File: src/rtl/loop_gearshift_ctrl.sv
// loop_gearshift_ctrl
//   Acquisition/track sequencer for the carrier/symbol loop filter. Chooses
//   wide (acquisition) or narrow (tracking) lead/lag gain shifts, zeroes the
//   loop error while the loop is idle or clearing, pulses the integrator
//   clear, and declares lock from the loop error magnitude. FSM and counters
//   advance on clk edges qualified by the loop sample strobe clkEn. The two
//   exceptions are enable=0, which returns to IDLE on any clk, and slip edge
//   capture, which is sampled on every clk.
//
//   Ports:
//     clk, reset_n          clock, asynchronous active-low reset
//     clkEn                 loop sample strobe
//     enable                loop run enable
//     errorIn               signed loop error (valid with clkEn)
//     acqLead/acqLag        acquisition gain shifts
//     trkLead/trkLag        tracking gain shifts
//     lockThreshold         "in lock" magnitude threshold (mag <= threshold)
//     lockCount/unlockCount consecutive in/out samples to gain/drop lock
//     zeroErrorReg          force zeroError and freeze the sequencer
//     slipReg               rising edge forces VERIFY/TRACK back to CLEAR
//     lead/lag              active gains to the loop filter
//     zeroError             zero the loop error
//     clearIntegrator       integrator clear
//     locked                lock indication
//     state                 FSM state readback (IDLE=0 .. TRACK=4)
//
//   Optional feature, macro LOOP_ACQ_TIMEOUT_EN:
//     Adds input acqTimeout and output acqTimeoutPulse. The ACQUIRE+VERIFY
//     dwell is counted in samples. When the count reaches acqTimeout
//     (0 = disabled), the FSM returns to CLEAR and a 1-clk pulse is issued.
module loop_gearshift_ctrl #(
  parameter int ERR_WIDTH      = 8,
  parameter int CNT_WIDTH      = 16,
  parameter int CLEAR_CYCLES   = 4,
  parameter int SETTLE_SAMPLES = 64
) (
  input  logic                 clk,
  input  logic                 reset_n,
  input  logic                 clkEn,
  input  logic                 enable,
  input  logic [ERR_WIDTH-1:0] errorIn,
  input  logic [4:0]           acqLead,
  input  logic [4:0]           acqLag,
  input  logic [4:0]           trkLead,
  input  logic [4:0]           trkLag,
  input  logic [ERR_WIDTH-2:0] lockThreshold,
  input  logic [CNT_WIDTH-1:0] lockCount,
  input  logic [CNT_WIDTH-1:0] unlockCount,
  input  logic                 zeroErrorReg,
  input  logic                 slipReg,
`ifdef LOOP_ACQ_TIMEOUT_EN
  input  logic [CNT_WIDTH-1:0] acqTimeout,
  output logic                 acqTimeoutPulse,
`endif
  output logic [4:0]           lead,
  output logic [4:0]           lag,
  output logic                 zeroError,
  output logic                 clearIntegrator,
  output logic                 locked,
  output logic [2:0]           state
);

  typedef enum logic [2:0] {
    S_IDLE    = 3'd0,
    S_CLEAR   = 3'd1,
    S_ACQUIRE = 3'd2,
    S_VERIFY  = 3'd3,
    S_TRACK   = 3'd4
  } state_t;

  localparam logic [CNT_WIDTH-1:0] CNT_ONE      = CNT_WIDTH'(1);
  localparam logic [CNT_WIDTH-1:0] CLEAR_LAST   = CNT_WIDTH'(CLEAR_CYCLES - 1);
  localparam logic [CNT_WIDTH-1:0] SETTLE_LAST  = CNT_WIDTH'(SETTLE_SAMPLES - 1);
  localparam logic [ERR_WIDTH-1:0] ERR_MOST_NEG = {1'b1, {(ERR_WIDTH-1){1'b0}}};

  state_t               state_q, state_d;
  logic [CNT_WIDTH-1:0] clr_cnt_q, clr_cnt_d;
  logic [CNT_WIDTH-1:0] in_cnt_q, in_cnt_d;
  logic [CNT_WIDTH-1:0] settle_cnt_q, settle_cnt_d;
  logic [CNT_WIDTH-1:0] out_cnt_q, out_cnt_d;
  logic                 slip_prev_q, slip_pend_q, slip_pend_d;
  logic [4:0]           lead_q, lead_d, lag_q, lag_d;
  logic                 zero_error_q, zero_error_d;
  logic                 clear_int_q, clear_int_d;
  logic                 locked_q, locked_d;
  logic                 to_fire;
`ifdef LOOP_ACQ_TIMEOUT_EN
  logic [CNT_WIDTH-1:0] to_cnt_q, to_cnt_d;
  logic                 to_pulse_q;
`endif

  // Error magnitude; the most-negative code has no positive twin and
  // saturates to the largest magnitude instead of wrapping to zero.
  logic [ERR_WIDTH-1:0] err_neg;
  logic [ERR_WIDTH-2:0] err_mag;
  logic                 err_in;
  always_comb begin
    err_neg = ~errorIn + {{(ERR_WIDTH-1){1'b0}}, 1'b1};
    if (!errorIn[ERR_WIDTH-1])        err_mag = errorIn[ERR_WIDTH-2:0];
    else if (errorIn == ERR_MOST_NEG) err_mag = '1;
    else                              err_mag = err_neg[ERR_WIDTH-2:0];
    err_in = (err_mag <= lockThreshold);
  end

  // A programmed count of 0 behaves like 1.
  logic [CNT_WIDTH-1:0] lock_lim, unlock_lim, in_inc, out_inc;
  assign lock_lim   = (lockCount == '0) ? CNT_ONE : lockCount;
  assign unlock_lim = (unlockCount == '0) ? CNT_ONE : unlockCount;
  assign in_inc     = (in_cnt_q == '1) ? in_cnt_q : in_cnt_q + CNT_ONE;
  assign out_inc    = (out_cnt_q == '1) ? out_cnt_q : out_cnt_q + CNT_ONE;

  // A slip edge seen between strobes stays pending until the next strobe.
  logic slip_evt, slip_now;
  assign slip_evt = slipReg & ~slip_prev_q;
  assign slip_now = slip_pend_q | slip_evt;

  always_comb begin
    state_d      = state_q;
    clr_cnt_d    = clr_cnt_q;
    in_cnt_d     = in_cnt_q;
    settle_cnt_d = settle_cnt_q;
    out_cnt_d    = out_cnt_q;
    slip_pend_d  = slip_pend_q | slip_evt;
    to_fire      = 1'b0;
`ifdef LOOP_ACQ_TIMEOUT_EN
    to_cnt_d     = to_cnt_q;
`endif
    if (!enable) begin
      state_d      = S_IDLE;
      clr_cnt_d    = '0;
      in_cnt_d     = '0;
      settle_cnt_d = '0;
      out_cnt_d    = '0;
      slip_pend_d  = 1'b0;
`ifdef LOOP_ACQ_TIMEOUT_EN
      to_cnt_d     = '0;
`endif
    end else if (clkEn) begin
      slip_pend_d = 1'b0;  // consumed (or ignored) on every sample
      case (state_q)
        S_IDLE: begin
          state_d   = S_CLEAR;
          clr_cnt_d = '0;
        end
        S_CLEAR: if (!zeroErrorReg) begin
          if (clr_cnt_q == CLEAR_LAST) begin
            state_d   = S_ACQUIRE;
            clr_cnt_d = '0;
            in_cnt_d  = '0;
          end else begin
            clr_cnt_d = clr_cnt_q + CNT_ONE;
          end
        end
        S_ACQUIRE: if (!zeroErrorReg) begin
          if (!err_in) begin
            in_cnt_d = '0;
          end else if (in_inc >= lock_lim) begin
            state_d      = S_VERIFY;
            in_cnt_d     = '0;
            settle_cnt_d = '0;
          end else begin
            in_cnt_d = in_inc;
          end
        end
        S_VERIFY: begin
          if (slip_now) begin
            state_d      = S_CLEAR;
            clr_cnt_d    = '0;
            settle_cnt_d = '0;
          end else if (!zeroErrorReg) begin
            if (!err_in) begin
              state_d      = S_ACQUIRE;
              in_cnt_d     = '0;
              settle_cnt_d = '0;
            end else if (settle_cnt_q == SETTLE_LAST) begin
              state_d      = S_TRACK;
              settle_cnt_d = '0;
              out_cnt_d    = '0;
            end else begin
              settle_cnt_d = settle_cnt_q + CNT_ONE;
            end
          end
        end
        S_TRACK: begin
          // Slip and unlock on the same sample both land in CLEAR.
          if (slip_now) begin
            state_d   = S_CLEAR;
            clr_cnt_d = '0;
            out_cnt_d = '0;
          end else if (!zeroErrorReg) begin
            if (err_in) begin
              out_cnt_d = '0;
            end else if (out_inc >= unlock_lim) begin
              state_d   = S_CLEAR;
              clr_cnt_d = '0;
              out_cnt_d = '0;
            end else begin
              out_cnt_d = out_inc;
            end
          end
        end
        default: state_d = S_IDLE;
      endcase
`ifdef LOOP_ACQ_TIMEOUT_EN
      if (state_d == S_TRACK) begin
        to_cnt_d = '0;
      end else if ((state_q == S_ACQUIRE || state_q == S_VERIFY) && !zeroErrorReg) begin
        if (acqTimeout != '0 &&
            ((to_cnt_q == '1) ? to_cnt_q : to_cnt_q + CNT_ONE) >= acqTimeout) begin
          to_fire      = 1'b1;
          state_d      = S_CLEAR;
          clr_cnt_d    = '0;
          in_cnt_d     = '0;
          settle_cnt_d = '0;
          to_cnt_d     = '0;  // re-arm for the next acquisition attempt
        end else begin
          to_cnt_d = (to_cnt_q == '1) ? to_cnt_q : to_cnt_q + CNT_ONE;
        end
      end
`endif
    end

    // Outputs follow the state being entered, so they move on the same edge.
    lead_d       = (state_d == S_VERIFY || state_d == S_TRACK) ? trkLead : acqLead;
    lag_d        = (state_d == S_VERIFY || state_d == S_TRACK) ? trkLag : acqLag;
    zero_error_d = zeroErrorReg || state_d == S_IDLE || state_d == S_CLEAR;
    clear_int_d  = (state_d == S_CLEAR);
    locked_d     = (state_d == S_TRACK);
  end

  always_ff @(posedge clk or negedge reset_n) begin
    if (!reset_n) begin
      state_q      <= S_IDLE;
      clr_cnt_q    <= '0;
      in_cnt_q     <= '0;
      settle_cnt_q <= '0;
      out_cnt_q    <= '0;
      slip_prev_q  <= 1'b0;
      slip_pend_q  <= 1'b0;
      lead_q       <= '0;
      lag_q        <= '0;
      zero_error_q <= 1'b1;
      clear_int_q  <= 1'b0;
      locked_q     <= 1'b0;
`ifdef LOOP_ACQ_TIMEOUT_EN
      to_cnt_q     <= '0;
      to_pulse_q   <= 1'b0;
`endif
    end else begin
      state_q      <= state_d;
      clr_cnt_q    <= clr_cnt_d;
      in_cnt_q     <= in_cnt_d;
      settle_cnt_q <= settle_cnt_d;
      out_cnt_q    <= out_cnt_d;
      slip_prev_q  <= slipReg;
      slip_pend_q  <= slip_pend_d;
      lead_q       <= lead_d;
      lag_q        <= lag_d;
      zero_error_q <= zero_error_d;
      clear_int_q  <= clear_int_d;
      locked_q     <= locked_d;
`ifdef LOOP_ACQ_TIMEOUT_EN
      to_cnt_q     <= to_cnt_d;
      to_pulse_q   <= to_fire;
`endif
    end
  end

`ifdef LOOP_ACQ_TIMEOUT_EN
  assign acqTimeoutPulse = to_pulse_q;
`endif
  assign lead            = lead_q;
  assign lag             = lag_q;
  assign zeroError       = zero_error_q;
  assign clearIntegrator = clear_int_q;
  assign locked          = locked_q;
  assign state           = state_q;

endmodule

File: config.mk
export PLATFORM = sky130hd
export DESIGN_NAME = loop_gearshift_ctrl
export DESIGN_NICKNAME = d
export VERILOG_FILES = /design/src/rtl/loop_gearshift_ctrl.sv
export SDC_FILE = /design/constraint.sdc
export NUM_CORES = 1
export LEC_CHECK = 0
export CAP_MARGIN = 20
export CORE_AREA = 2 2 107 109
export DETAILED_ROUTE_END_ITERATION = 6
export DIE_AREA = 0 0 109 111
export PLACE_DENSITY_LB_ADDON = 0.3
export SLEW_MARGIN = 20
export SYNTH_ARGS = -nofsm -noshare
export SYNTH_HDL_FRONTEND = slang
export SYNTH_SLANG_ARGS = --single-unit
File: constraint.sdc
create_clock -name clk -period 5.02 [get_ports clk]
set_input_delay 0.753 -clock clk [delete_from_list [all_inputs] [get_ports clk]]
set_output_delay 0.753 -clock clk [all_outputs]
set_load 0.01 [all_outputs]
==> run metrics <==
outcome complete, no violations; TritonCTS clock tree built; met2 Usage GRT 0.438; post-synth cell types 65; chip width 109 um; layer with the highest usage met2; Ant. Diodes 0; synthesized area 5930 um2; worst slew pin tran 1.01 ns; dpl ws -0.00670 ns; number of gates resized after CTS 0; worst min-delay path class in -> async; total wire length 15100 um; Starting Density 0.536; fin crit period 4.81 ns; most common cell after layout, fill and taps aside clkdlybuf4s50_1; post-CTS setup buffers 0; crit end category register; worst-path fanout max 10; dpl cell area 6980 um2; fraction of registers with async set/reset 1.00; Max Fclk 208 MHz; final net count 908; CP max-delay cell o311ai_1; max-cap violations 0; skew final 0.00631 ns; critical path's largest stage delay 0.48 ns; Post-route DRC 0; routed vias/inst 6.06; layout cells sized above 1 0.0642; CP bufs+invs 1; Root Buffer clkbuf_16; RR Startpoint out_cnt_q[0]$_DFFE_PN0P_; CTS max path bufs 2; pin count of the biggest net entering global routing 83; Clk Latency, worst-skew pair 0.34 ns; final setup fails 0; Slew headroom 0.322; Final Hold Viols 0; TritonCTS Buffers 9; aggregate global-route resource usage 0.261; GR Layer Usage met1 0.339; crit path kind reg -> reg; Reg-to-Reg End lead[3]$_DFF_PN0_; CTS clk-pin slew, worst paths 0.06 ns; Critical Path End lead[3]$_DFF_PN0_; worst r2r path cells 17; overall power 0.00157 W; Crit path depth 17; Yosys warning count 0; Crit path max-delay family compound AO/OA/AOI/OAI gates; DRT iter0 DRCs 454; VDD IR-drop max 0.145 mV; I/O Pins 89; Worst R2R Setup Slack 0.21 ns; worst hold slack 0.434 ns; Pwr Density 215 nW/um2; CTS H-tree lvls 3; period utilisation layout 0.958; Area Overhead vs Synth 22.9%; Core ar. 11100 um2; critical path arrival 5.03 ns; clock net sink count 82; Overflow after GRT 0; Setup crit start out_cnt_q[0]$_DFFE_PN0P_; GRT met3 Usage 0.0447; Gate Count Post-Synth 707; gpl congestion 0.872; CP Data Required Time 5.24 ns; Die H 111 um; synthesized area per cell 8.39 um2; Main synth FF type dfrtp_1; Leak Pwr 3.38 nW; WL/cell 16.2 um; die area 12100 um2; Synth Net Count 824; number of global-route vias before repair 5540; Routed Antenna Nets 0; Hold-fix buffers, CTS 0; CP Cell Sequence ha_1 -> and3_1 -> nand4_1 -> nor3_1 -> buf_4 -> nor2_1 -> and3_1 -> xor2_1 -> ha_1 -> a211o_1 -> a21oi_1 -> a21boi_0 -> o311ai_1 -> nor2_1 -> o311ai_2 -> mux2_4 -> mux2_4; commonest non-fill, non-tap cells in the layout clkdlybuf4s50_1, dfrtp_1, nand2_1; Design Area, Final 7300 um2; Max Transition Viols Final 0; Final WS setup 0.210 ns; Site Rows 39; Vias 5678; initial antenna violation count 0; RSZ-0062 raised after global routing yes; first drt pass iteration count 5; first-pass GRT wire length 25700 um; port bufs 88; sequential share of the synthesized area 0.346; HPWL Detailed 11200 um; Seq cells post-synth 82; number of flops mapped to enable cells by yosys 0; crit path launch type register
-- Yosys cell counts (3+ instances only) --
cell / n / share of area
xnor2_1: 10 / 0.015
ha_1: 44 / 0.093
a21oi_1: 24 / 0.020
o21ai_1: 4 / 0.0034
inv_1: 60 / 0.038
and3_1: 17 / 0.018
and2_1: 6 / 0.0063
a41o_1: 3 / 0.0051
nand2b_1: 6 / 0.0063
nand4_1: 11 / 0.012
a22o_1: 9 / 0.013
a211oi_1: 4 / 0.0051
clkbuf_1: 23 / 0.015
xor2_1: 13 / 0.019
nand3_1: 31 / 0.026
o211ai_1: 5 / 0.0063
mux2_4: 11 / 0.028
a41oi_1: 3 / 0.0044
nor2_1: 62 / 0.039
o2111ai_1: 3 / 0.0044
o31ai_1: 32 / 0.040
and4_1: 6 / 0.0089
dfrtp_1: 81 / 0.34
a31oi_1: 8 / 0.0084
o21a_1: 8 / 0.010
o21ai_0: 66 / 0.056
nand2_1: 69 / 0.044
o41ai_1: 9 / 0.013
or3_1: 4 / 0.0042
a21o_1: 4 / 0.0051
nor4_1: 13 / 0.014
nor3_1: 11 / 0.0093
nor2b_1: 9 / 0.0095
-- flip-flops by register name, summed over array words and instances, names as in the netlist --
register / cells
state: 3
clearIntegrator: 1
out_cnt_q: 16
locked: 1
in_cnt_q: 16
lead: 5
settle_cnt_q: 16
slip_pend_q: 1
zeroError: 1
lag: 5
slip_prev_q: 1
clr_cnt_q: 16
-- how the worst min path moves through the flow --
stage,from,to,slack (ns)
2_1_floorplan,clr_cnt_q[15]$_DFFE_PN0P_,clr_cnt_q[15]$_DFFE_PN0P_,0.45
3_3_place_gp,clr_cnt_q[15]$_DFFE_PN0P_,clr_cnt_q[15]$_DFFE_PN0P_,0.47
3_5_place_dp,clr_cnt_q[15]$_DFFE_PN0P_,clr_cnt_q[15]$_DFFE_PN0P_,0.48
4_1_cts,clr_cnt_q[15]$_DFFE_PN0P_,clr_cnt_q[15]$_DFFE_PN0P_,0.49
5_1_grt,reset_n,clr_cnt_q[5]$_DFFE_PN0P_,0.52
6_report,reset_n,clr_cnt_q[5]$_DFFE_PN0P_,0.43
-- power breakdown --
group / leakage, nW / total [W] / internal (W) / switching, W
clock: 0.151 / 0.000702 / 0.000443 / 0.000259
combinational: 2.11 / 0.000193 / 0.000101 / 0.0000927
sequential: 1.11 / 0.000672 / 0.000668 / 0.00000396
-- area by class of cell --
class / instances / area (um2)
tap: 143 / 179
clock inverter: 3 / 65.1
multi-input combinational: 538 / 3550
inverter: 60 / 225
sequential: 82 / 2050
timing repair buffer: 100 / 985
fill: 896 / 3780
clock buffer: 11 / 243
-- routing by layer --
metal / part of all wire / up-vias
met4: 0.017 / 0
li1: - / 2747
met1: 0.43 / 2729
met5: 0 / -
met2: 0.50 / 179
met3: 0.049 / 23
-- cell families after synthesis --
family                   Yosys count  synth area share
AND/OR/NAND/NOR                  259             0.218
AO/OA/AOI/OAI                    200             0.223
adder cells (fa/ha/maj)           44            0.0928
multiplexers                      12            0.0297
XOR/XNOR                          23            0.0339
buffers and inverters             87            0.0565
flip-flops                        82             0.346
-- metrics by stage --
stage                     setup TNS (ns)  std cells   util
final                                  0        937  0.659
after global routing             -0.0209        937  0.659
after CTS                              0        937  0.658
after detailed placement         -0.0262        923  0.631
after global placement                 0        923  0.631
after floorplan                        0        707      -
Note: power is estimated with default switching activity, not from simulation.
==> edit 1 (same flow settings) <==
Register the output `zeroError` once more; this adds one clock of latency there. The other outputs are not delayed to match.
--- a/src/rtl/loop_gearshift_ctrl.sv
+++ b/src/rtl/loop_gearshift_ctrl.sv
@@ -273,3 +273,5 @@
   assign lag             = lag_q;
-  assign zeroError       = zero_error_q;
+  always_ff @(posedge clk) begin
+    zeroError <= zero_error_q;
+  end
   assign clearIntegrator = clear_int_q;
Check against the original RTL: same outputs for any inputs over 4 cycles, from zero or initial values and one cycle with reset_n low; that may be too few to reach the edited logic, so the function may still have changed.
==> edit 1 against the original RTL <==
- worst setup slack improved by 0.012 ns
- total power decreased by 1.4%
- sequential share of layout area up 0.22 points
- clock power shrank 4.7%
- design area is 0.21% higher
- worst hold slack lost 0.044 ns
- wire length increased by 1.9%
- synthesized area rose by 0.34%
- maximum frequency increased by 0.24%
- sequential cell count is 1 higher
==> edit 1: results (changes against the original RTL) <==
- HP Class: flop to flop
- Status: complete, no violations
- Mux share of post-synthesis cell area: 0.0296 (-0.0000999)
- Compound-Gate Fraction of Synth Area: 0.222 (-0.000749)
- Peak VDD IR: 0.166 mV (+14%)
- Dpl cells: 925 (+0.22%)
- Global-route wire length before repair: 26300 um (+2.3%)
- Max_slew headroom: 0.301 (-0.0207)
- P_leak: 3.39 nW (+0.27%)
- Xor/xnor cell area share of the yosys netlist: 0.0338 (-0.000114)
- Syn Area/Cell: 8.41 um^2 (+0.20%)
- Final cell count without fillers: 941 (+0.43%)
- Met1 GRT Util: 0.351 (+0.0127)
- Share of cells above drive strength 1: 0.0664 (+0.00218)
- Dpl ws: -0.0741 ns (-0.0674 ns)
- Met1 wire length: 6460 um (-1.1%)
- Fillers: 892 (-0.45%)
- Vias in the first global route: 5668 (+2.3%)
- Setup Skew: 0.00931 ns (+0.00301 ns)
- Arrival @ worst endpoint: 5.02 ns (about the same)
- Slowest stage delay, CP: 0.46 ns (-0.02 ns)
- WL per Instance: 16.4 um (+1.5%)
- Dpl hpwl: 11500 um (+3.0%)
- Top cells by area, synth: dfrtp_1 (34%), ha_1 (9.2%), o21ai_0 (5.5%)
- Total GRT Usage: 0.268 (+0.00617)
- Final GP Congestion: 0.921 (+5.6%)
-- edit 1: worst max-delay path by stage --
stage / to / slack (ns) / depth (start not counted)
after floorplan: lag[0]$_DFF_PN0_ / 0.56 / 17
after global placement: lead[3]$_DFF_PN0_ / 0.15 / 16
after detailed placement: lead[2]$_DFF_PN0_ / -0.07 / 16
after CTS: lead[3]$_DFF_PN0_ / 0.27 / 17
after global routing: in_cnt_q[7]$_DFFE_PN0P_ / -0.01 / 19
final: lead[3]$_DFF_PN0_ / 0.22 / 17
-- edit 1: area by class of cell --
type | count | share of cell area
Clock buffer | 12 | 0.0337
Clock inverter | 4 | 0.00667
Inverter | 60 | 0.0308
Multi-Input combinational cell | 538 | 0.485
Sequential cell | 83 | 0.284
Tap cell | 143 | 0.0245
Timing Repair Buffer | 101 | 0.136
-- edit 1: power by group --
| group | switching (mW) | internal [mW] |
|---|---|---|
| clock network | 0.269 | 0.400 |
| logic | 0.0954 | 0.100 |
| registers | 0.00432 | 0.675 |
| total | 0.369 | 1.18 |
==> edit 2 (config.mk and constraints unchanged) <==
Made on the original files. Change the parameter `ERR_WIDTH` from 8 to 9.
--- a/src/rtl/loop_gearshift_ctrl.sv
+++ b/src/rtl/loop_gearshift_ctrl.sv
@@ -31,3 +31,3 @@
 module loop_gearshift_ctrl #(
-  parameter int ERR_WIDTH      = 8,
+  parameter int ERR_WIDTH      = 9,
   parameter int CNT_WIDTH      = 16,
Interface: changed (resized errorIn and lockThreshold); port bits go from 89 to 91. The function was not compared with the original's and may differ.
==> edit 2 against the original RTL <==
- combinational power grew 8%
- first-iteration DRC count grew 3.7%
- worst hold slack gained 0.0014 ns
- count of clock-buffer cells in the layout is the same
- total power shrank 3.7%
- sequential cell count is the same
- worst setup slack gained 0.20 ns
- die area is the same
- design area grew 2.5%
- sequential share of layout area shrank 0.70 points
- non-clock buffer count shrank 1
- wire length shrank 0.40%
- synthesized area grew 3.8%
- via count grew 1.1%
- critical endpoint is now lag[1]$_DFF_PN0_
- highest routed layer unchanged
==> edit 2: results (changes against the original RTL) <==
- Dpl cells: 941 (+2.0%)
- WL per Instance: 15.8 um (-2.5%)
- Dpl ws: 0.117 ns (+0.123 ns)
- M3 GR Usage: 0.0429 (-0.00176)
- Met2 wire len: 7540 um (-1.0%)
- Slowest stage delay, CP: 0.50 ns (+0.02 ns)
- Setup slack, reg-to-reg: 0.41 ns (+0.20 ns)
- Nets: 929 (+2.3%)
- Met1 wire length: 6560 um (+0.37%)
- Top cells by area, synth: dfrtp_1 (33%), ha_1 (9.1%), o21ai_0 (4.9%)
- Sequential fraction of the synthesis area: 0.333 (-0.0126)
- Global-route wire length before repair: 25200 um (-1.7%)
- Vias in the first global route: 5530 (-0.18%)
- Share of cells above drive strength 1: 0.0676 (+0.00334)
- Dpl hpwl: 11400 um (+1.5%)
- Commonest cells post-synth: dfrtp_1 (81), nand2_1 (68), o21ai_0 (60), inv_1 (53), nor2_1 (50)
- Fmax: 0.217 GHz (+4.3%)
- Status: complete, no violations
- Sequential cell count: 82 (unchanged)
- Worst r2r dst: lag[1]$_DFF_PN0_
- Port-buffer cells: 90 (+2.3%)
- P_leak: 3.33 nW (-1.4%)
- Number of logic inverters in the finished layout: 54 (-10%)
- Area of the multi-input gates: 3800 um^2 (+7.1%)
- Count of multi-input gates: 563 (+4.6%)
- Fillers: 912 (+1.8%)
- Final cell count without fillers: 957 (+2.1%)
- Buffering overhead: 0.130 (-0.00535)
- R2R depth: 15 (-2)
- Net Sw Frac: 0.255 (+0.0280)
- Post-place instance area: 7200 um^2 (+3.0%)
- Clock network fraction of total power: 0.416 (-0.032)
- Crit. Startpoint: out_cnt_q[4]$_DFFE_PN0P_
- Worst-Margin Slew: 0.825 ns (-0.189 ns)
- Setup Skew: 0.00851 ns (+0.00221 ns)
- Total GRT Usage: 0.257 (-0.00482)
- Met3 wire length: 667 um (-9.4%)
- CP top delay family: simple AND/OR/NAND/NOR gates
- Syn Inst Count: 722 (+2.1%)
- Non-clock buffers: 99 (-1.0%)
- DR vias/cell: 6.00 (-0.97%)
- Peak VDD IR: 0.239 mV (+65%)
- Final GP Congestion: 0.899 (+3.1%)
- Arrival @ worst endpoint: 4.84 ns (-0.19 ns)
- 1st-iter DRT viols: 471 (+3.7%)
- GR Layer Usage met2: 0.431 (-0.00745)
- Slowest CP cell: dfrtp_1
- Syn nets: 842 (+2.2%)
- Met1 GRT Util: 0.329 (-0.00962)
- Maximum clock path buffer count: 2 (unchanged)
## edit 2: cell count changes in the layout (fill, tap and decap cells not counted), moves of 7 or more
cell      before  now
o41ai_1        9    2
a21oi_1       24   31
nand2b_1       6   15
nor2_1        62   50
mux2_2         1   12
a22o_1         9   16
inv_1         60   53
mux2_4        11    0
nor2b_1        9   18
## edit 2: how the worst min path moves through the flow
stage                                         start                   endpoint  slack (ns)  cells after the start
final                                       reset_n   out_cnt_q[7]$_DFFE_PN0P_        0.44                      1
after global placement    clr_cnt_q[15]$_DFFE_PN0P_  clr_cnt_q[15]$_DFFE_PN0P_        0.47                      1
after detailed placement  clr_cnt_q[15]$_DFFE_PN0P_  clr_cnt_q[15]$_DFFE_PN0P_        0.47                      1
after global routing                        reset_n   out_cnt_q[7]$_DFFE_PN0P_        0.50                      1
after CTS                   in_cnt_q[9]$_DFFE_PN0P_    in_cnt_q[9]$_DFFE_PN0P_        0.49                      1
after floorplan           clr_cnt_q[15]$_DFFE_PN0P_  clr_cnt_q[15]$_DFFE_PN0P_        0.45                      1
## edit 2: worst register-to-register path: cells and delay by family, from the launching register on
family,cells,cell delay (ns)
and+or+nand+nor,7,1.64
adders and majority gates,1,0.30
xor gates and xnor gates,1,0.16
AOI/OAI and AO/OA,4,1.07
DFF,1,0.50
muxes,2,0.81
## edit 2: cells by family (layout without fill, tap and decap cells)
family	Yosys count	in the layout	synth area share
buf+inv	77	169	0.0502
xor+xnor	25	25	0.0356
simple gates	280	280	0.244
flops	82	82	0.333
mux	16	16	0.0309
compound gates	197	197	0.215
fa+ha+maj	45	45	0.0914
